File: config.mk
export PLATFORM = sky130hd
export DESIGN_NAME = sram512x64_arb
export DESIGN_NICKNAME = d
export VERILOG_FILES = /design/src/rtl/sram_ctrl_pkg.sv /design/src/rtl/rr_arb2.sv /design/src/rtl/sram512x64_arb.sv
export SDC_FILE = /design/constraint.sdc
export NUM_CORES = 1
export LEC_CHECK = 0
export ABC_AREA = 1
export BUFFER_PORTS_ARGS = -buffer_cell sky130_fd_sc_hd__buf_2
export CAP_MARGIN = 20
export CORE_AREA = 3 3 173 175
export CTS_CLUSTER_SIZE = 10
export DETAILED_ROUTE_END_ITERATION = 8
export DIE_AREA = 0 0 176 178
export PLACE_DENSITY = 0.41
export SLEW_MARGIN = 0
export SYNTH_ARGS = -nofsm -noshare
export SYNTH_HDL_FRONTEND = slang
export SYNTH_HIERARCHICAL = 1
export SYNTH_SLANG_ARGS = --single-unit
File: constraint.sdc
create_clock -name clk_i -period 2.6 [get_ports clk_i]
set_clock_uncertainty 0.05 [all_clocks]
set_input_delay 0.13 -clock clk_i [delete_from_list [all_inputs] [get_ports clk_i]]
set_output_delay 0.13 -clock clk_i [all_outputs]
set_load 0.1 [all_outputs]
File: src/rtl/sram_ctrl_pkg.sv
// Shared geometry, sleep-FSM state type and port request bundle for the
// 512x64 two-port SRAM controller.
package sram_ctrl_pkg;

  localparam int SRAM_AW   = 9;
  localparam int SRAM_DW   = 64;
  localparam int SRAM_NB   = 8;
  localparam int NUM_PORTS = 2;

  typedef enum logic [1:0] {
    ST_ACTIVE = 2'd0,
    ST_SLEEP  = 2'd1,
    ST_WAKE   = 2'd2
  } slp_state_e;

  typedef struct packed {
    logic               we;
    logic [SRAM_AW-1:0] addr;
    logic [SRAM_NB-1:0] be;
    logic [SRAM_DW-1:0] wdata;
  } port_req_t;

  // Byte enables fan out to one mask bit per data bit.
  function automatic logic [SRAM_DW-1:0] be2bw(input logic [SRAM_NB-1:0] be);
    logic [SRAM_DW-1:0] bw;
    bw = '0;
    for (int k = 0; k < SRAM_NB; k++) bw[k*8 +: 8] = {8{be[k]}};
    return bw;
  endfunction

endpackage

File: src/rtl/rr_arb2.sv
// Two-requester round-robin arbiter; priority flips to the loser after
// every grant and starts at port 0.
module rr_arb2
  import sram_ctrl_pkg::*;
(
  input  logic                 clk_i,
  input  logic                 rst_ni,
  input  logic                 en_i,
  input  logic [NUM_PORTS-1:0] req_i,
  output logic [NUM_PORTS-1:0] gnt_o
);

  logic prio_q;

  always_comb begin
    gnt_o = '0;
    if (en_i) begin
      case (req_i)
        2'b01:   gnt_o = 2'b01;
        2'b10:   gnt_o = 2'b10;
        2'b11:   gnt_o = prio_q ? 2'b10 : 2'b01;
        default: gnt_o = '0;
      endcase
    end
  end

  always_ff @(posedge clk_i or negedge rst_ni) begin
    if (!rst_ni)     prio_q <= 1'b0;
    else if (|gnt_o) prio_q <= gnt_o[0];
  end

endmodule

File: src/rtl/sram512x64_arb.sv
// Core/DMA arbiter in front of a 512x64 dual-address SRAM macro, with an
// idle-driven deep-sleep FSM and a fixed one-cycle response pipe.
module sram512x64_arb
  import sram_ctrl_pkg::*;
#(
  parameter int IDLE_CYCLES = 64,
  parameter int WAKE_CYCLES = 2
) (
  input  logic                                clk_i,
  input  logic                                rst_ni,
  input  logic [NUM_PORTS-1:0]                req_i,
  input  logic [NUM_PORTS-1:0]                we_i,
  input  logic [NUM_PORTS-1:0][SRAM_AW-1:0]   addr_i,
  input  logic [NUM_PORTS-1:0][SRAM_NB-1:0]   be_i,
  input  logic [NUM_PORTS-1:0][SRAM_DW-1:0]   wdata_i,
  output logic [NUM_PORTS-1:0]                gnt_o,
  output logic [NUM_PORTS-1:0]                rvalid_o,
  output logic [SRAM_DW-1:0]                  rdata_o,
  output logic                                sram_cena_o,
  output logic                                sram_cenb_o,
  output logic [SRAM_AW-1:0]                  sram_aa_o,
  output logic [SRAM_AW-1:0]                  sram_ab_o,
  output logic [SRAM_DW-1:0]                  sram_d_o,
  output logic [SRAM_DW-1:0]                  sram_bw_o,
  input  logic [SRAM_DW-1:0]                  sram_q_i,
  output logic                                sram_deepsleep_o,
  output logic                                sram_powergate_o,
  output logic                                sleeping_o
);

  localparam int ICW    = (IDLE_CYCLES > 0) ? $clog2(IDLE_CYCLES + 1) : 1;
  localparam int STAGES = 1;
  localparam logic [ICW-1:0] IDLE_MAX  = ICW'(IDLE_CYCLES);
  localparam logic [3:0]     WAKE_LAST = 4'(WAKE_CYCLES - 1);

  port_req_t [NUM_PORTS-1:0] preq;
  for (genvar p = 0; p < NUM_PORTS; p++) begin : g_pack
    assign preq[p] = {we_i[p], addr_i[p], be_i[p], wdata_i[p]};
  end

  slp_state_e     state_q, state_d;
  logic [ICW-1:0] idle_q, idle_d;
  logic [3:0]     wake_q, wake_d;
  logic           sleep_q;
  logic           any_req, active;

  assign any_req = |req_i;
  // Gate on rst_ni too so no grant leaks out while reset is held.
  assign active  = (state_q == ST_ACTIVE) & rst_ni;

  always_comb begin
    state_d = state_q;
    idle_d  = idle_q;
    wake_d  = wake_q;
    case (state_q)
      ST_ACTIVE: begin
        if (any_req) begin
          idle_d = '0;
        end else begin
          if (idle_q != IDLE_MAX) idle_d = idle_q + 1'b1;
          // A request in this cycle takes the other branch and keeps ACTIVE.
          if (IDLE_CYCLES > 0 && idle_d == IDLE_MAX) state_d = ST_SLEEP;
        end
      end
      ST_SLEEP: begin
        if (any_req) begin
          state_d = ST_WAKE;
          wake_d  = '0;
        end
      end
      ST_WAKE: begin
        if (wake_q == WAKE_LAST) begin
          state_d = ST_ACTIVE;
          idle_d  = '0;
        end else begin
          wake_d = wake_q + 1'b1;
        end
      end
      default: state_d = ST_ACTIVE;
    endcase
  end

  always_ff @(posedge clk_i or negedge rst_ni) begin
    if (!rst_ni) begin
      state_q <= ST_ACTIVE;
      idle_q  <= '0;
      wake_q  <= '0;
      sleep_q <= 1'b0;
    end else begin
      state_q <= state_d;
      idle_q  <= idle_d;
      wake_q  <= wake_d;
      sleep_q <= (state_d == ST_SLEEP);
    end
  end

  assign sram_deepsleep_o = sleep_q;
  assign sleeping_o       = sleep_q;
  assign sram_powergate_o = 1'b0;

  rr_arb2 u_arb (
    .clk_i  (clk_i),
    .rst_ni (rst_ni),
    .en_i   (active),
    .req_i  (req_i),
    .gnt_o  (gnt_o)
  );

  logic      g_any;
  port_req_t sel;
  assign g_any = |gnt_o;
  assign sel   = preq[gnt_o[1]];

  assign sram_cena_o = ~(g_any & ~sel.we);
  assign sram_cenb_o = ~(g_any &  sel.we);
  assign sram_aa_o   = sel.addr;
  assign sram_ab_o   = sel.addr;
  assign sram_d_o    = sel.wdata;
  assign sram_bw_o   = (g_any & sel.we) ? be2bw(sel.be) : '0;

  // Response valid trails the grant by the macro's read latency.
  logic [STAGES:1][NUM_PORTS-1:0] vld_pipe;
  always_ff @(posedge clk_i or negedge rst_ni) begin
    if (!rst_ni) begin
      vld_pipe <= '0;
    end else begin
      vld_pipe[1] <= gnt_o;
      for (int s = 2; s <= STAGES; s++) vld_pipe[s] <= vld_pipe[s-1];
    end
  end

  assign rvalid_o = vld_pipe[STAGES];
  assign rdata_o  = sram_q_i;

endmodule
; ---- Word-level counts from Yosys, hierarchy flattened
; Cells that the tools add are included.
[word_totals]
input_bits = 232
reg_bits = 17
output_inout_bits = 219
wordCells = 54
[classes]
n_eq_ne = 12
bitwise = 6
magnitude_cmp = 1
n_reduce_logical = 7
muxes = 20
add_sub_neg = 2
[op_table]
columns = operator, count
row1 = two-way mux 82 bit, 2
row2 = two-way mux 64 bit, 1
row3 = two-way mux 7 bit, 5
row4 = one-hot mux 7 bit (2 select lines), 1
row5 = two-way mux 2 bit, 6
row6 = one-hot mux 2 bit (3 select lines), 2
row7 = two-way mux 4 bit, 2
row8 = one-hot mux 4 bit (2 select lines), 1
row9 = adder 7 x 1 -> 7 bit (second input constant), 1
row10 = == test 7 bit (second input constant), 1
row11 = != test 7 bit (second input constant), 1
row12 = == test 2 x 1 -> 1 bit (second input constant), 3
row13 = == test 2 bit (second input constant), 3
row14 = != test 2 bit (second input constant), 3
row15 = adder 4 x 1 -> 4 bit (second input constant), 1
row16 = == test 4 x 1 -> 1 bit (second input constant), 1
row17 = nonzero test 2 bit, 2
row18 = OR reduction 2 bit, 2
row19 = AND 1 bit, 3
row20 = NOT 1 bit, 3
row21 = AND reduction 3 bit, 1
row22 = logical NOT 2 bit, 1
row23 = < comparator 1 x 2 -> 1 bit (second input constant), 1
row24 = AND reduction 2 bit, 1

; ---- Logic depth before layout (Yosys ltp)
[depth]
word_depth = 9
mapped_depth = 11
depth_no_buf = 10

; ---- By module
; Netlist, hierarchy kept.
[modules_own_cells]
columns = module, seq_area_each_um2, area_per_inst_um2, cells_per_inst, n_inst
row1 = sram512x64_arb, 400.4, 2870.3, 502, 1
row2 = rr_arb2, 25.0, 63.8, 11, 1

; ---- Least setup slack after synthesis
; Ideal clock, no wire load.
[synth_timing]
path_kind = flip-flop to output port
startpoint = register state_q[1]
endpoint = output sram_bw_o[49]
required_time_ns = 2.420
path_buffers = 2
path_slack_ns = -3.183
path_stages_with_launch = 10
t_arrival_ns = 5.603
cell_sequence = dfrtp_1 > inv_1 > nand2_1 > nor2_1 > nand2_1 > a21oi_1 > buf_2 > o21ai_2 > a21oi_1 > buf_4
[synth_between]
elab_chain_cells = 7
word_cells_on_any_way = 8
classes_between = mux: 4 / bitwise: 2 / reduce/logical: 2
[synth_rtl]
columns = item, line
row1 = "start, declared", sram512x64_arb.sv:41  ; slp_state_e state_q, state_d;
row2 = "start signal, assigned", sram512x64_arb.sv:90  ; state_q <= state_d;
row3 = logical NOT 2 bit *, sram512x64_arb.sv:49  ; assign active = (state_q == ST_ACTIVE) & rst_ni;
row4 = AND 1 bit *, sram512x64_arb.sv:49
row5 = net active, sram512x64_arb.sv:45  ; logic any_req, active;
row6 = two-way mux 2 bit *, rr_arb2.sv:17  ; if (en_i) begin
row7 = net gnt_o[1], sram512x64_arb.sv:16  ; output logic [NUM_PORTS-1:0] gnt_o,
row8 = two-way mux 82 bit (implied by the code) (2 in a row), sram512x64_arb.sv:112  ; assign sel = preq[gnt_o[1]];
row9 = AND 1 bit, sram512x64_arb.sv:119  ; assign sram_bw_o = (g_any & sel.we) ? be2bw(sel.be) : '0;
row10 = two-way mux 64 bit *, sram512x64_arb.sv:119
row11 = "end, declared", sram512x64_arb.sv:24  ; output logic [SRAM_DW-1:0] sram_bw_o,
; Mark *: on every way through the listed nets, which the timed path passes. The rest lies on a longest branch. The select of a mux whose other input is x is not followed.

; ---- Final worst setup path
[layout_timing]
startpoint = register state_q[0]
endpoint = output sram_d_o[41]
[layout_between]
elab_chain_cells = 5
[layout_rtl]
columns = item, line
row1 = logical NOT 2 bit, sram512x64_arb.sv:49
row2 = AND 1 bit, sram512x64_arb.sv:49
row3 = net active, sram512x64_arb.sv:45
row4 = two-way mux 2 bit, rr_arb2.sv:17
row5 = two-way mux 82 bit (implied by the code) (2 in a row), sram512x64_arb.sv:112
row6 = "end, declared", sram512x64_arb.sv:23  ; output logic [SRAM_DW-1:0] sram_d_o,
; The timed path passes the listed nets, and every way through them passes these cells. The select of a mux whose other input is x is not followed.

==> run summary <==
Run status -> finished, final reports clean
Mapped Cells -> 513
Final core occ -> 21.3%
Max VDD drop -> 212 uV
Routability cong. -> 0.806
Cell mode on critical path -> nand2_2
Worst endpoint required time -> 2.42 ns
Pwr/cell area -> 537 nW/um^2
Hold WC Path Type -> input port to flop
Sequential fraction of the synthesis area -> 14.5%
Post-Synth XOR/XNOR Area -> 0.597%
Clock Path Buffers -> 2
Synth async-reset ratio -> 100%
Port Buf Inserts -> 321
Synth Area in Adders -> 1.71%
Most common flop cell mapped by yosys -> dfrtp_1
Row count -> 62
Crit Reg-Reg Startpoint -> wake_q[1]
Synth Area in Compound Gates -> 5.20%
Worst slew margin -> 60.9%
Die Ht -> 178 um
Routed WL -> 18300 um
Worst Path Arrival -> 2.26 ns
CTS H-tree depth -> 1
Worst skew pair latency -> 0.25 ns
Slew Viols, Final -> 0
Post-synthesis instance area -> 2930 um^2
Crit Path Class -> flop to output port
Syn_area_per_cell -> 5.72 um^2
Most common cell in the synthesized netlist -> nand2_1
#FFs+latches synth -> 17
Drt drc -> 0
Area of placed instances -> 5810 um^2
Synth area leader -> buf_4
Synth-to-layout area growth -> 108%
Slowest cell on crit path -> buf_2
Post-Synth Simple-Gate Area -> 38.0%
Vias in the first global route -> 3473
Area contributors post-synth -> buf_4, nand2_1, dfrtp_1
Core area -> 28600 um^2
Share of the synthesized area in the top cell type -> 33.5%
DR pass1 iterations -> 4
Reg-to-reg slack, setup -> 1.07 ns
Critical path cell sequence -> inv_2 -> nand2_2 -> nor2_2 -> nand2_2 -> a21oi_4 -> buf_12 -> buf_12 -> nand2_1 -> nand2_2 -> buf_2
Max incr delay on CP -> 0.42 ns
Hold endpoint -> rvalid_o[1]
Dpl hpwl -> 15800 um
Minimum clock period -> 2.44 ns
EDFF count, synth -> 0
Crit end category -> output port
Hold Path Stages -> 2
Initial Utilization -> 10.3%
Top cells by instance count after synthesis -> nand2_1, buf_4, inv_1, dfrtp_1
Largest family of logic cells by synthesized area -> buffers and inverters
Yosys warnings -> 6
Filler cell count -> 3176
Leakage -> 3.10 nW
Die width -> 176 um
Worst-margin pin slew -> 0.583 ns
CTS tree -> done
Clock transition at path regs -> 0.05 ns
# IOs -> 451
Final hold violations -> 0
Crit-path max FO -> 20
F_max -> 411 MHz
Post-synthesis mux area share -> 0.341%
Layout Nets -> 955
Final worst-path cycle share -> 93.7%
Post-route ant nets -> 0
Maximum number of pins on one net before global-route repair -> 67
Worst reg2reg endpoint -> idle_q[4]
GRT overflow -> 0
Fraction of layout cells with a size suffix above 1 -> 62.5%
N_diodes -> 0
Final Cell Area -> 6100 um^2
Vias -> 3712
Maxcap violations -> 0
Sink Count -> 17
R2R depth -> 5
1st-iter DRT viols -> 97
First-pass GRT wire length -> 23400 um
CTS Buf Count -> 3
Root buffer cell -> clkbuf_16
Overall routing resource usage -> 9.99%
Vias/cell -> 3.37
Die area -> 31300 um^2
Hold Startpoint -> req_i[0]
Setup ws final -> 0.165 ns
Wire per inst -> 16.6 um
Post-place setup slack -> 0.230 ns
Post-synth cell types -> 25
Mapped Nets -> 749
Finish-stage setup viols -> 0
Type of origin of the critical path -> flop
Initial antenna violation count -> 0
-- kinds of logic after synthesis --
kind of cell | count (synthesis)
multiplexers | 1
AO/OA/AOI/OAI | 26
adder cells (fa/ha/maj) | 4
AND/OR/NAND/NOR | 289
XOR/XNOR | 2
buffers and inverters | 173
other | 1
flip-flops | 17
-- layout make-up --
class | instances | area [um^2] | share of cell area, %
inverter | 24 | 93.8 | 1.54
sequential | 17 | 425 | 6.98
clock buffer | 4 | 78.8 | 1.29
tap | 384 | 480 | 7.88
multi-input combinational | 324 | 1720 | 28.2
timing repair buffer | 349 | 3300 | 54.1
-- metal layers --
metal  wire (um)  vias up  GRT usage [%]
li1            -     1843              -
met1        6430     1616           11.5
met2        9240      207           17.1
met3        1950       46           3.34
met4         639        0           3.86
met5           0        -              0
-- registers in the layout, summed over array words and instances, names as in the netlist --
register and flops:
u_arb/prio_q 1, state_q 2, idle_q 7, wake_q 4
rvalid_o 2, sleeping_o 1
-- worst max-delay path: cells and delay by family (launching register included) --
family,cells,cell delay (ns)
buffers and inverters,4,0.89
and+or+nand+nor,5,0.43
DFF,1,0.39
AOI/OAI and AO/OA,1,0.27
-- repair_timing --
| action | in CTS | in global routing |
|---|---|---|
| pin swaps | 0 | 1 |
| resized for setup | 0 | 40 |
| endpoints found under the setup margin | 8 | 89 |
| setup buffers | 0 | 7 |
| hold endpoints to repair | 17 | 0 |
| cloned | 0 | 2 |
| hold buffers | 1 | 0 |
-- through the flow --
step / cells / TNS, ns / hold WS [ns] / total power [mW]
after floorplan: 513 / -40.35 / -0.216 / 2.77
after global placement: 1088 / 0 / 0.0693 / 2.94
after detailed placement: 1088 / 0 / 0.0810 / 2.93
after CTS: 1093 / -0.395 / 0.164 / 3.26
after global routing: 1102 / -0.00524 / 0.171 / 3.40
final: 1102 / 0 / 0.162 / 3.28
-- placed cells by master, fill, tap and decap left out --
cell	instances
a21oi_4	9
dlygate4sd3_1	1
clkbuf_1	1
o21ai_1	2
o21bai_1	1
ha_1	4
clkinvlp_4	1
nor2_1	10
nand3_1	11
buf_2	217
inv_1	17
buf_4	16
nand2_2	67
clkbuf_16	4
o21ai_2	1
o21ai_0	1
xor2_1	2
clkbuf_4	10
o211ai_1	1
mux2i_1	1
nor2_2	2
and2_1	1
inv_2	6
conb_1	1
o21ai_4	2
dfrtp_1	17
a21oi_1	2
nand2_4	10
o22ai_1	8
nand2_1	184
buf_12	93
nand4_1	4
buf_6	11
-- power breakdown --
part	total [mW]	internal, mW	switching, mW	leakage (nW)
clock	0.314	0.208	0.105	0.0382
sequential	0.327	0.298	0.0288	0.227
combinational	2.63	0.710	1.93	2.83
total	3.28	1.22	2.06	3.10
-- worst max-delay path by stage --
stage | start | endpoint | slack, ns | cells after the start
after detailed placement | state_q[0] | sram_bw_o[5] | 0.23 | 9
after floorplan | state_q[0] | sram_bw_o[10] | -0.70 | 9
after CTS | state_q[0] | sram_bw_o[5] | -0.05 | 9
after global placement | state_q[0] | sram_bw_o[7] | 0.23 | 9
final | state_q[0] | sram_d_o[41] | 0.16 | 10
after global routing | state_q[0] | sram_ab_o[2] | -0.003 | 10
Note: power is estimated with default switching activity, not from simulation.
